File: config.mk
export PLATFORM = sky130hd
export DESIGN_NAME = fpu_inflight_tracker
export DESIGN_NICKNAME = d
export VERILOG_FILES = /design/src/rtl/fpu_inflight_tracker.sv
export SDC_FILE = /design/constraint.sdc
export NUM_CORES = 1
export LEC_CHECK = 0
export CAP_MARGIN = 40
export CORE_MARGIN = 5
export CORE_UTILIZATION = 40
export DETAILED_ROUTE_END_ITERATION = 6
export GPL_TIMING_DRIVEN = 0
export PLACE_DENSITY = 0.79
export SLEW_MARGIN = 0
export SYNTH_ARGS = -nofsm -noshare
export SYNTH_HDL_FRONTEND = slang
export SYNTH_SLANG_ARGS = --single-unit
File: constraint.sdc
create_clock -name clk -period 2.25 [get_ports clk]
set_input_delay 0.45 -clock clk [delete_from_list [all_inputs] [get_ports clk]]
set_output_delay 0.45 -clock clk [all_outputs]
set_load 0.01 [all_outputs]
File: src/rtl/fpu_inflight_tracker.sv
// fpu_inflight_tracker: per-stage bookkeeping of in-flight FPU instructions
// feeding the hazard detector, plus writeback strobe and occupancy.
module fpu_inflight_tracker #(
    parameter int REG_W = 5
) (
    input  logic             clk,
    input  logic             rstn,
    input  logic             issue_valid,
    input  logic [REG_W-1:0] issue_rd,
    input  logic             issue_regwrite,
    input  logic [2:0]       issue_lat,
    input  logic             stall,
    input  logic             flush,
    input  logic [4:0]       flush_mask,
    output logic [REG_W-1:0] rdi_0,
    output logic [REG_W-1:0] rdi_1,
    output logic [REG_W-1:0] rdi_2,
    output logic [REG_W-1:0] rdi_3,
    output logic [REG_W-1:0] rdi_4,
    output logic             is_regwrite_0,
    output logic             is_regwrite_1,
    output logic             is_regwrite_2,
    output logic             is_regwrite_3,
    output logic             is_regwrite_4,
    output logic             is_legal_0,
    output logic             is_legal_1,
    output logic             is_legal_2,
    output logic             is_legal_3,
    output logic             is_legal_4,
    output logic             is_hazard_0,
    output logic             is_hazard_1,
    output logic             is_hazard_2,
    output logic             is_hazard_3,
    output logic             is_hazard_4,
    output logic             wb_valid,
    output logic [REG_W-1:0] wb_rd,
    output logic [2:0]       inflight,
    output logic             busy
);
    logic [4:0]       legal, regwrite, hazard;
    logic [REG_W-1:0] rd [5];
    logic [2:0]       lat [5];
    logic [2:0]       lat_in;

    assign lat_in = issue_lat == 3'd0 ? 3'd1 : issue_lat > 3'd5 ? 3'd5 : issue_lat;

    // Flush squashes in place and takes priority over both shift and stall.
    always_ff @(posedge clk or negedge rstn) begin
        if (!rstn) begin
            legal    <= '0;
            regwrite <= '0;
            for (int i = 0; i < 5; i++) begin
                rd[i]  <= '0;
                lat[i] <= 3'd1;
            end
        end else if (flush) begin
            legal    <= legal & ~flush_mask;
            regwrite <= regwrite & ~flush_mask;
        end else if (!stall) begin
            legal    <= {legal[3:0], issue_valid};
            regwrite <= {regwrite[3:0], issue_valid & issue_regwrite};
            for (int i = 1; i < 5; i++) begin
                rd[i]  <= rd[i-1];
                lat[i] <= lat[i-1];
            end
            rd[0]  <= issue_valid ? issue_rd : '0;
            lat[0] <= issue_valid ? lat_in : 3'd1;
        end
    end

    for (genvar k = 0; k < 5; k++) begin : g_haz
        assign hazard[k] = legal[k] && (3'(k + 1) < lat[k]);
    end

    assign {rdi_0, rdi_1, rdi_2, rdi_3, rdi_4} = {rd[0], rd[1], rd[2], rd[3], rd[4]};
    assign {is_regwrite_4, is_regwrite_3, is_regwrite_2, is_regwrite_1, is_regwrite_0} = regwrite;
    assign {is_legal_4, is_legal_3, is_legal_2, is_legal_1, is_legal_0} = legal;
    assign {is_hazard_4, is_hazard_3, is_hazard_2, is_hazard_1, is_hazard_0} = hazard;
    assign wb_valid = legal[4] & regwrite[4] & ~stall & ~flush;
    assign wb_rd    = rd[4];
    assign inflight = 3'(legal[0]) + 3'(legal[1]) + 3'(legal[2]) + 3'(legal[3]) + 3'(legal[4]);
    assign busy     = |legal;
endmodule

---- Word level (Yosys, flattened, before mapping) ----
Index checks and enable logic that the tools add are counted.
word-level totals
  memories kept ........................... 0
  bits in read-only memories .............. 0
  bits in writable memories ............... 0
  input bits .............................. 19
  bits in latches ......................... 0
  output and inout port bits .............. 50
  register bits ........................... 50
  logic and storage cells ................. 48
cells by class
  div/mod/pow operators ................... 0
  add/subtract/negate cells ............... 4
  bitwise logic cells ..................... 9
  eq/ne operators ......................... 1
  mux-type cells .......................... 8
  $lt $le $gt $ge ......................... 6
  $mul .................................... 0
  reductions and logical operators ........ 8
  shift-type cells ........................ 0
operator list
  cell                                                    count
  2-to-1 mux 5 bit                                        5
  AND 5 bit                                               2
  2-to-1 mux 3 bit                                        3
  adder 3 x 1 -> 3 bit                                    2
  < comparator 2 x 3 -> 1 bit (first input constant)      2
  < comparator 3 bit (first input constant)               2
  logical AND 1 bit                                       5
  inverter 5 bit                                          1
  OR reduction 5 bit                                      1
  AND 1 bit                                               4
  adder 2 x 1 -> 3 bit                                    1
  greater-than comparator 3 bit (second input constant)   1
  logical NOT 3 bit                                       1
  < comparator 1 x 3 -> 1 bit (first input constant)      1
  adder 1 x 1 -> 2 bit                                    1
  inequality test 2 x 1 -> 1 bit (second input constant)  1
  inverter 1 bit                                          2
  AND reduction 2 bit                                     1

---- Depth between registers and ports, before layout ----
Gate-level depths: netlist of the first run.
  depth after elaboration ................. 4
  mapped depth ............................ 5
  gate-level depth less buffers ........... 3

---- Worst setup path after synthesis of the first run ----
No wires, ideal clock.
  path type ............................... reg-to-output
  start point ............................. register legal[0]
  end point ............................... output inflight[1]
  arrival ................................. 1.620 ns
  slack ................................... 0.180 ns
  data required time ...................... 1.800 ns
  path buffers ............................ 0
  cell stages (with the launch flop) ...... 4
  path through ............................ dfrtp_1 -> fa_1 -> fa_1 -> ha_1
on the way
  word-level cells in the longest chain between the ends .. 4
RTL lines
  element                             line  source
  start: declaration                  40    logic [4:0] legal, regwrite, hazard;
  start signal: assignment            57    legal <= legal & ~flush_mask;
  start signal: assignment            60    legal <= {legal[3:0], issue_valid};
  adder 1 x 1 -> 2 bit                81    assign inflight = 3'(legal[0]) + 3'(legal[1]) + 3'(legal[2]) + 3'(legal[3]) + 3'(legal[4]);
  adder 2 x 1 -> 3 bit                81
  adder 3 x 1 -> 3 bit (2 in series)  81
  end: declaration                    37    output logic [2:0] inflight,
No other way between the ends.

---- Worst setup path after layout of the first run ----
  start point ............................. register legal[3]
  end point ............................... output inflight[1]
on the way
  word-level cells in the longest chain between the ends .. 2
RTL lines
  element                             line
  adder 3 x 1 -> 3 bit (2 in series)  81
No other way between the ends.

==> results of run 1 <==
sequential cells by signal (all words and copies together) (netlist names):
register,count
lat,14
legal,5
rdi_0,5
rdi_1,5
rdi_2,5
rdi_3,5
rdi_4,5
regwrite,5
metal layers:
| layer | track usage [%] | up-vias | part of all wire, % |
|---|---|---|---|
| met3 | 4.653 | 15 | 5.5 |
| met5 | 0 | - | 0 |
| li1 | - | 897 | - |
| met1 | 19.11 | 868 | 43 |
| met4 | 7.164 | 0 | 2.7 |
| met2 | 24.71 | 51 | 49 |
worst paths after layout:
path / startpoint / end / slack [ps] / cells after the start
min in group clk: lat[6] / lat[3] / 460 / 2
setup / recovery: legal[3] / inflight[1] / -170 / 4
setup reg to reg: legal[1] / legal[2] / 1300 / 3
hold reg to reg: lat[6] / lat[3] / 460 / 2
max in group asynchronous: rstn / lat[3] / 1650 / 2
hold / removal: rstn / regwrite[1] / 40 / 1
through the flow:
stage | hold slack (ps) | total power, W
after global placement | 441.8 | 0.001589
after CTS | 33.94 | 0.002113
after global routing | 38.11 | 0.002213
after detailed placement | 362.0 | 0.001610
final | 40.57 | 0.002094
after floorplan | 154.4 | 0.001301
layout make-up:
type                            instances  share of cell area, %
Buffer                                 17                  3.346
Clock buffer                            8                  2.611
Inverter                                2                 0.2448
Multi-Input combinational cell        165                  27.21
Sequential cell                        49                  40.27
Tap cell                               70                  2.856
Timing Repair Buffer                   72                  23.46
kinds of logic after synthesis:
logic type               count (synthesis)  share of synthesized area, %
buffers and inverters                   19                         5.104
AO/OA/AOI/OAI                           12                         3.306
adder cells (fa/ha/maj)                  4                         3.016
multiplexers                             8                         3.712
AND/OR/NAND/NOR                        140                         27.38
XOR/XNOR                                 1                        0.4061
flip-flops                              49                         57.08
cells in the final DEF, fill, tap and decap left out, types with 2 or more instances in the layout:
cell type	n
nand2_1	115
clkdlybuf4s50_1	61
dfrtp_1	42
buf_4	10
buf_2	8
mux2i_1	8
nand3_1	7
clkbuf_1	6
nor2_1	5
o21ai_0	5
o22ai_1	5
buf_6	5
clkbuf_8	5
dfstp_2	4
nand3b_1	3
dfrtp_2	3
inv_1	2
and3_1	2
nor2b_1	2
critical path, cell delays in order (launching register included):
cell,delay [ps]
dfrtp_2,470
fa_1,470
fa_2,370
ha_4,270
buf_6,90
report_power, final:
part | leakage, nW | internal, W | switching, W
Sequential | 0.642 | 0.000997 | 0.0000837
Combinational | 0.847 | 0.000293 | 0.000230
Clock | 0.0395 | 0.000221 | 0.000270
Total | 1.53 | 0.00151 | 0.000583
timing repair:
action | CTS | global route
buffers inserted | 3 | 1
endpoints found under the setup margin | 5 | 3
gates resized for setup | 28 | 0
pin swaps | 2 | 0
==> metrics.cfg, run 1 <==
[yosys]
ys_ff_latch = 49
ys_seq_area_share_pct = 57.08
synth_flop_cell = dfrtp_1
netlist_area_um2 = 2157
yosysTopAreaCellShare_pct = 52.20
synth_async_sr_flop_share_pct = 100.0
synthDistinctLibCells = 27
synth_commonest_cells = nand2_1 (115), dfrtp_1 (45), mux2i_1 (8)
avgSynthCellArea_um2 = 9.258
syn_nets = 256
synth.most_common_cell = nand2_1
synth_top_area_cell = dfrtp_1
yosys-top-cells-area = dfrtp_1 (52%), nand2_1 (20%), dfstp_2 (4.9%)
synth_edf_count = 0
synth_cells = 233
yosysWarnings = 0

[finish]
fin_nets = 335
antenna_cells = 0
multi_input_area_um2 = 834.6
drive_above_1_share_pct = 13.10
areaGrowthSynthToFinish_pct = 42.17
stdcell_count = 383
fin_util_pct = 59.29
register_area_um2 = 1235
fin_area_um2 = 3067
fill_cells = 449

[sta]
fin_crit_ps = 2417
setup_viol = 3
rsz0062_at_grt = true
setup_slack_ps = -167.2
fin_skew_ps = 2.331
fmax_mhz = 413.7
tightest_slew_ps = 417.1
fin_crit_sh_pct = 107.4
slew_headroom_pct = 72.19
finalHoldViolations = 0
setup_tns_ps = -329.9
drv_slew = 0

[detailed_routing]
ant_nets = 0
drt_iter0_drc = 120
num_vias = 1831
routedWlPerCell_um = 13.61
finalWirelength_um = 5211
first_pass_iters = 4
vias_per_cell = 4.781
drc = 0

[grt]
grt_overflow = 0
first_global_vias = 1870
grt_max_degree = 39
antenna_found_initial = 0
grt_pass1_wl_um = 8735
groute.usage.overall_pct = 15.44

[die]
num_io_pins = 69
initial_core_util_pct = 41.70
core_area_um2 = 5172
dieArea_um2 = 6961
fp.dieH_um = 83.44
rows = 26
die_x_um = 83.44

[placement]
place_hpwl_um = 3819
dp_cells = 371
io_buffers = 67
dp_slack_ps = -340.3
gp_congestion = 0.8201
postPlaceCellArea_um2 = 2930

[clock_tree]
cts.sinks = 49
hold_buffers = 0
cts_buffers = 5
ctsHtreeMaxLevel = 2
clk_pin_slew_ps = 80
clock_latency_ps = 290
cts_root_buf = clkbuf_8
max-clock-path-buffers = 2
cts_tree = built

[outcome]
violations = negative setup slack
status = finished with violations

[critical_path]
critPathKind = register to output pin
path_max_fanout = 7
arrival_ps = 1970
critPathRequiredTime_ps = 1800
critPathCaptureType = output pin
cp-start-kind = register

[power_and_ir_drop]
leakagePower_nw = 1.529
p_per_area_nw_per_um2 = 682.9
ir_drop_mv = 0.3481

[job]
maxCapViolations = 0

[min_path]
worstHoldPathType = input pin to async pin

(Power assumes the default switching activity.)
==> run 2, diff against run 1 <==
--- a/config.mk
+++ b/config.mk
@@ -7,10 +7,10 @@
 export LEC_CHECK = 0
 export CAP_MARGIN = 40
 export CORE_MARGIN = 5
-export CORE_UTILIZATION = 40
+export CORE_UTILIZATION = 46
 export DETAILED_ROUTE_END_ITERATION = 6
 export GPL_TIMING_DRIVEN = 0
-export PLACE_DENSITY = 0.79
+export PLACE_DENSITY = 0.88
 export SLEW_MARGIN = 0
 export SYNTH_ARGS = -nofsm -noshare
 export SYNTH_HDL_FRONTEND = slang
==> constraint.sdc (replaced) <==
create_clock -name clk -period 2.25 [get_ports clk]
set_input_delay 0.3375 -clock clk [delete_from_list [all_inputs] [get_ports clk]]
set_output_delay 0.3375 -clock clk [all_outputs]
set_load 0.01 [all_outputs]
==> metrics.cfg, run 2 (synthesis gave the netlist of run 1 again) <==
[critical_path]
cp-start-kind = register
critPathKind = register to output pin
r2r_cells = 3
arrival_ps = 1960
critPathCaptureType = output pin
path_max_fanout = 2
critPathRequiredTime_ps = 1910
worst-path-buf-inv = 1
cp.depth = 4
cpMaxStageDelayCell = fa_1
crit_path_cell_trace = fa_1 -> fa_2 -> ha_4 -> buf_6
cp_slowest_stage_delay_ps = 500
crit_family = adder cells

[die]
dieArea_um2 = 6159
core_area_um2 = 4629
fp.dieH_um = 78.48
initial_core_util_pct = 46.59
num_io_pins = 69
die_x_um = 78.48
rows = 25

[grt]
groute.usage.overall_pct = 18.47
grt_util_met1_pct = 20.91
grt_overflow = 0
gr-usage-met3_pct = 5.046
antenna_found_initial = 0
grt.busiest_layer = met2
grt_max_degree = 38
grt_pass1_wl_um = 8852
met2_usage_pct = 32.28
first_global_vias = 1889

[placement]
place_hpwl_um = 3815
dp_slack_ps = -221.8
gp_congestion = 0.8171
io_buffers = 67

[sta]
slew_headroom_pct = 68.58
whs_ps = 414.0
finalHoldViolations = 0
setup_slack_ps = -48.84
rsz0062_at_grt = true
fmax_mhz = 435.0
fin_skew_ps = 5.974
setup_viol = 1
tightest_slew_ps = 471.4
drv_slew = 0
fin_crit_ps = 2299
fin_crit_sh_pct = 102.2
setup_tns_ps = -48.84

[clock_tree]
ctsHtreeMaxLevel = 2
cts_root_buf = clkbuf_8
clk_pin_slew_ps = 80
max-clock-path-buffers = 2
cts_buffers = 5
clock_latency_ps = 310
cts_tree = built
cts.sinks = 49

[detailed_routing]
ant_nets = 0
routedWlPerCell_um = 14.05
finalWirelength_um = 5156
drt_iter0_drc = 95
first_pass_iters = 4
drc = 0
num_vias = 1858
vias_per_cell = 5.063

[finish]
final_common_cell = nand2_1
largest_register = lat
areaGrowthSynthToFinish_pct = 41.01
fill_cells = 365
drive_above_1_share_pct = 13.42
antenna_cells = 0
largest_reg_flops = 14
fin_util_pct = 65.70
final_cell_mix = nand2_1 (115), clkdlybuf4s50_1 (62), dfrtp_1 (42)
fin_nets = 335

[outcome]
violations = negative setup slack
status = finished with violations

[power_and_ir_drop]
leakagePower_nw = 1.516
ir_drop_mv = 0.4870
p_per_area_nw_per_um2 = 693.5

[min_path]
hold_depth = 3
worstHoldPathType = input pin to register

[job]
maxCapViolations = 0

[run 2: worst min-delay path: cells and delay by family]
family	cells	cell delay [ps]
buf+inv	1	200
simple gates	2	150
[run 2: repair_timing]
item                                    in CTS  in global routing
pin swaps                                    1                  2
resized for setup                           20                  3
endpoints found under the setup margin       4                  4
setup buffers                                3                  0
hold buffers                                 1                  0
hold endpoints to repair                    11                  0
[run 2: through the flow]
stage | cells | power, W | cell area [µm²]
floorplan | 233 | 0.001301 | 2157
global placement | 354 | 0.001585 | 2895
detailed placement | 355 | 0.001610 | 2910
CTS | 367 | 0.002120 | 3017
global route | 367 | 0.002222 | 3042
finish | 367 | 0.002109 | 3042
[run 2: per-layer routing]
metal	vias to the layer above	part of all wire [%]
met5	-	0
met4	0	2.8
met3	18	5.2
met2	53	54
met1	889	38
li1	898	-
[run 2: area by class of cell]
| class | count | area [µm²] | share of cell area, % |
|---|---|---|---|
| clock buffers | 6 | 72.57 | 2.386 |
| well taps | 54 | 67.56 | 2.221 |
| inverters | 2 | 7.507 | 0.2468 |
| repair buffers | 72 | 710.7 | 23.36 |
| flip-flops and latches | 49 | 1235 | 40.60 |
| clock inverters | 2 | 15.01 | 0.4936 |
| multi-input cells | 165 | 830.8 | 27.31 |
| plain buffers | 17 | 102.6 | 3.373 |
[run 2: power breakdown]
| part | switching [W] | internal [W] | total (W) |
|---|---|---|---|
| combinational | 0.000230 | 0.000287 | 0.000517 |
| clock | 0.000292 | 0.000219 | 0.000511 |
| sequential | 0.0000837 | 0.000997 | 0.00108 |
[run 2: final timing paths]
| check | to | slack, ps | startpoint |
|---|---|---|---|
| worst max-delay path | inflight[1] | -50 | legal[0] |
| worst min-delay path | legal[0] | 410 | issue_valid |
| worst max register to register | legal[3] | 1320 | legal[3] |
| worst min register to register | lat[3] | 460 | lat[6] |
| max in group asynchronous | lat[6] | 1260 | rstn |
| min in group asynchronous | rdi_3[4] | 440 | rstn |
==> run 3, diff against run 2 <==
--- a/config.mk
+++ b/config.mk
@@ -6,6 +6,7 @@
 export NUM_CORES = 1
 export LEC_CHECK = 0
 export CAP_MARGIN = 40
+export CORE_ASPECT_RATIO = 1.75
 export CORE_MARGIN = 5
 export CORE_UTILIZATION = 46
 export DETAILED_ROUTE_END_ITERATION = 6
==> metrics.cfg, run 3 (synthesis gave the netlist of run 1 again) <==
[outcome]
status = finished with violations
violations = negative setup slack

[detailed_routing]
ant_nets = 0
drt_iter0_drc = 41
vias_per_cell = 5.036
num_vias = 1838
drc = 0
first_pass_iters = 4
routedWlPerCell_um = 14.45
finalWirelength_um = 5273

[clock_tree]
max-clock-path-buffers = 2
cts_buffers = 5
clk_pin_slew_ps = 80
clock_latency_ps = 300
ctsHtreeMaxLevel = 2
cts.sinks = 49
cts_tree = built
cts_root_buf = clkbuf_8

[critical_path]
critPathKind = register to output pin
path_max_fanout = 2
critPathRequiredTime_ps = 1910
crit_start = legal[3]
r2r-start = legal[3]
critPathCaptureType = output pin
arrival_ps = 1960
cp-start-kind = register

[finish]
final_cell_mix = nand2_1 (115), clkdlybuf4s50_1 (62), dfrtp_1 (42)
fin_area_um2 = 3059
areaGrowthSynthToFinish_pct = 41.82
largest_register = lat
antenna_cells = 0
final_common_cell = nand2_1
fill_cells = 365
largest_reg_flops = 14
fin_nets = 335
drive_above_1_share_pct = 13.74

[die]
num_io_pins = 69
core_area_um2 = 4624
die_x_um = 61.77
initial_core_util_pct = 46.65
dieArea_um2 = 6213
fp.dieH_um = 100.6
rows = 33

[placement]
io_buffers = 67
place_hpwl_um = 3870
postPlaceCellArea_um2 = 2908
gp_congestion = 0.7465
dp_slack_ps = -233.0

[grt]
groute.usage.overall_pct = 18.53
antenna_found_initial = 0
grt_max_degree = 37
grt_overflow = 0
grt_pass1_wl_um = 8590
first_global_vias = 1784

[min_path]
worstHoldPathType = input pin to register
hold_start = issue_valid

[sta]
setup_slack_ps = -49.84
fin_crit_ps = 2300
tightest_slew_ps = 412.3
slew_headroom_pct = 72.51
drv_slew = 0
rsz0062_at_grt = true
setup_viol = 1
fin_crit_sh_pct = 102.2
finalHoldViolations = 0
fin_skew_ps = 4.206
fmax_mhz = 434.8

[job]
maxCapViolations = 0

[power_and_ir_drop]
ir_drop_mv = 0.6680
p_per_area_nw_per_um2 = 706.2
leakagePower_nw = 1.534

## run 3: cell count changes in the layout (fill, tap and decap cells not counted), sizes merged
cell      delta
clkinvlp     -2
clkinv       +1
clkbuf       +1
## run 3: layout make-up
type	instances	area (µm²)	area share (%)
Timing Repair Buffer	72	716.9	23.44
Tap cell	52	65.06	2.127
Clock inverter	1	5.005	0.1636
Buffer	17	102.6	3.354
Sequential cell	49	1235	40.37
Clock buffer	7	96.34	3.149
Multi-Input combinational cell	165	830.8	27.16
Inverter	2	7.507	0.2454
## run 3: timing repair
item / 4_1_cts / 5_1_grt
hold buffers: 1 / 0
pin swaps: 1 / 0
hold endpoints to repair: 13 / 0
resized for setup: 22 / 2
setup buffers: 3 / 0
endpoints found under the setup margin: 4 / 3
## run 3: worst paths after layout
kind                                to  cells after the start  slack [ps]
max in group asynchronous       lat[6]                      3        1210
max reg2reg                   legal[4]                      3        1310
min reg2reg                     lat[9]                      2         460
max                        inflight[1]                      4         -50
min in group asynchronous     rdi_2[3]                      2         470
min                           legal[0]                      3         400
## run 3: where the power goes
part	switching (W)	internal (W)
sequential	0.0000857	0.000997
clock	0.000278	0.000278
combinational	0.000234	0.000287
total	0.000598	0.00156
## run 3: worst max-delay path, cell delays in order, from the launching register on
cell and delay (ps):
dfrtp_2 430, fa_1 500, fa_2 370, ha_4 270, buf_6 90
## run 3: per-layer routing
layer	vias to the layer above	global-route usage (%)	part of all wire (%)
li1	888	-	-
met1	890	21.57	35
met2	48	32.36	58
met3	12	2.949	3.8
met4	0	7.680	3.1
met5	-	0	0
## run 3: stage by stage
| step | hold WS (ps) | TNS [ps] | util, % | cells | power (W) |
|---|---|---|---|---|---|
| global placement | 439.8 | -20620 | 62.55 | 352 | 0.001588 |
| detailed placement | 261.0 | -369.8 | 62.88 | 353 | 0.001614 |
| floorplan | 41.91 | 0 | - | 233 | 0.001301 |
| global route | 448.0 | -136.4 | 66.15 | 365 | 0.002262 |
| CTS | 406.7 | -61.04 | 65.88 | 365 | 0.002168 |
| finish | 403.7 | -49.84 | 66.15 | 365 | 0.002160 |
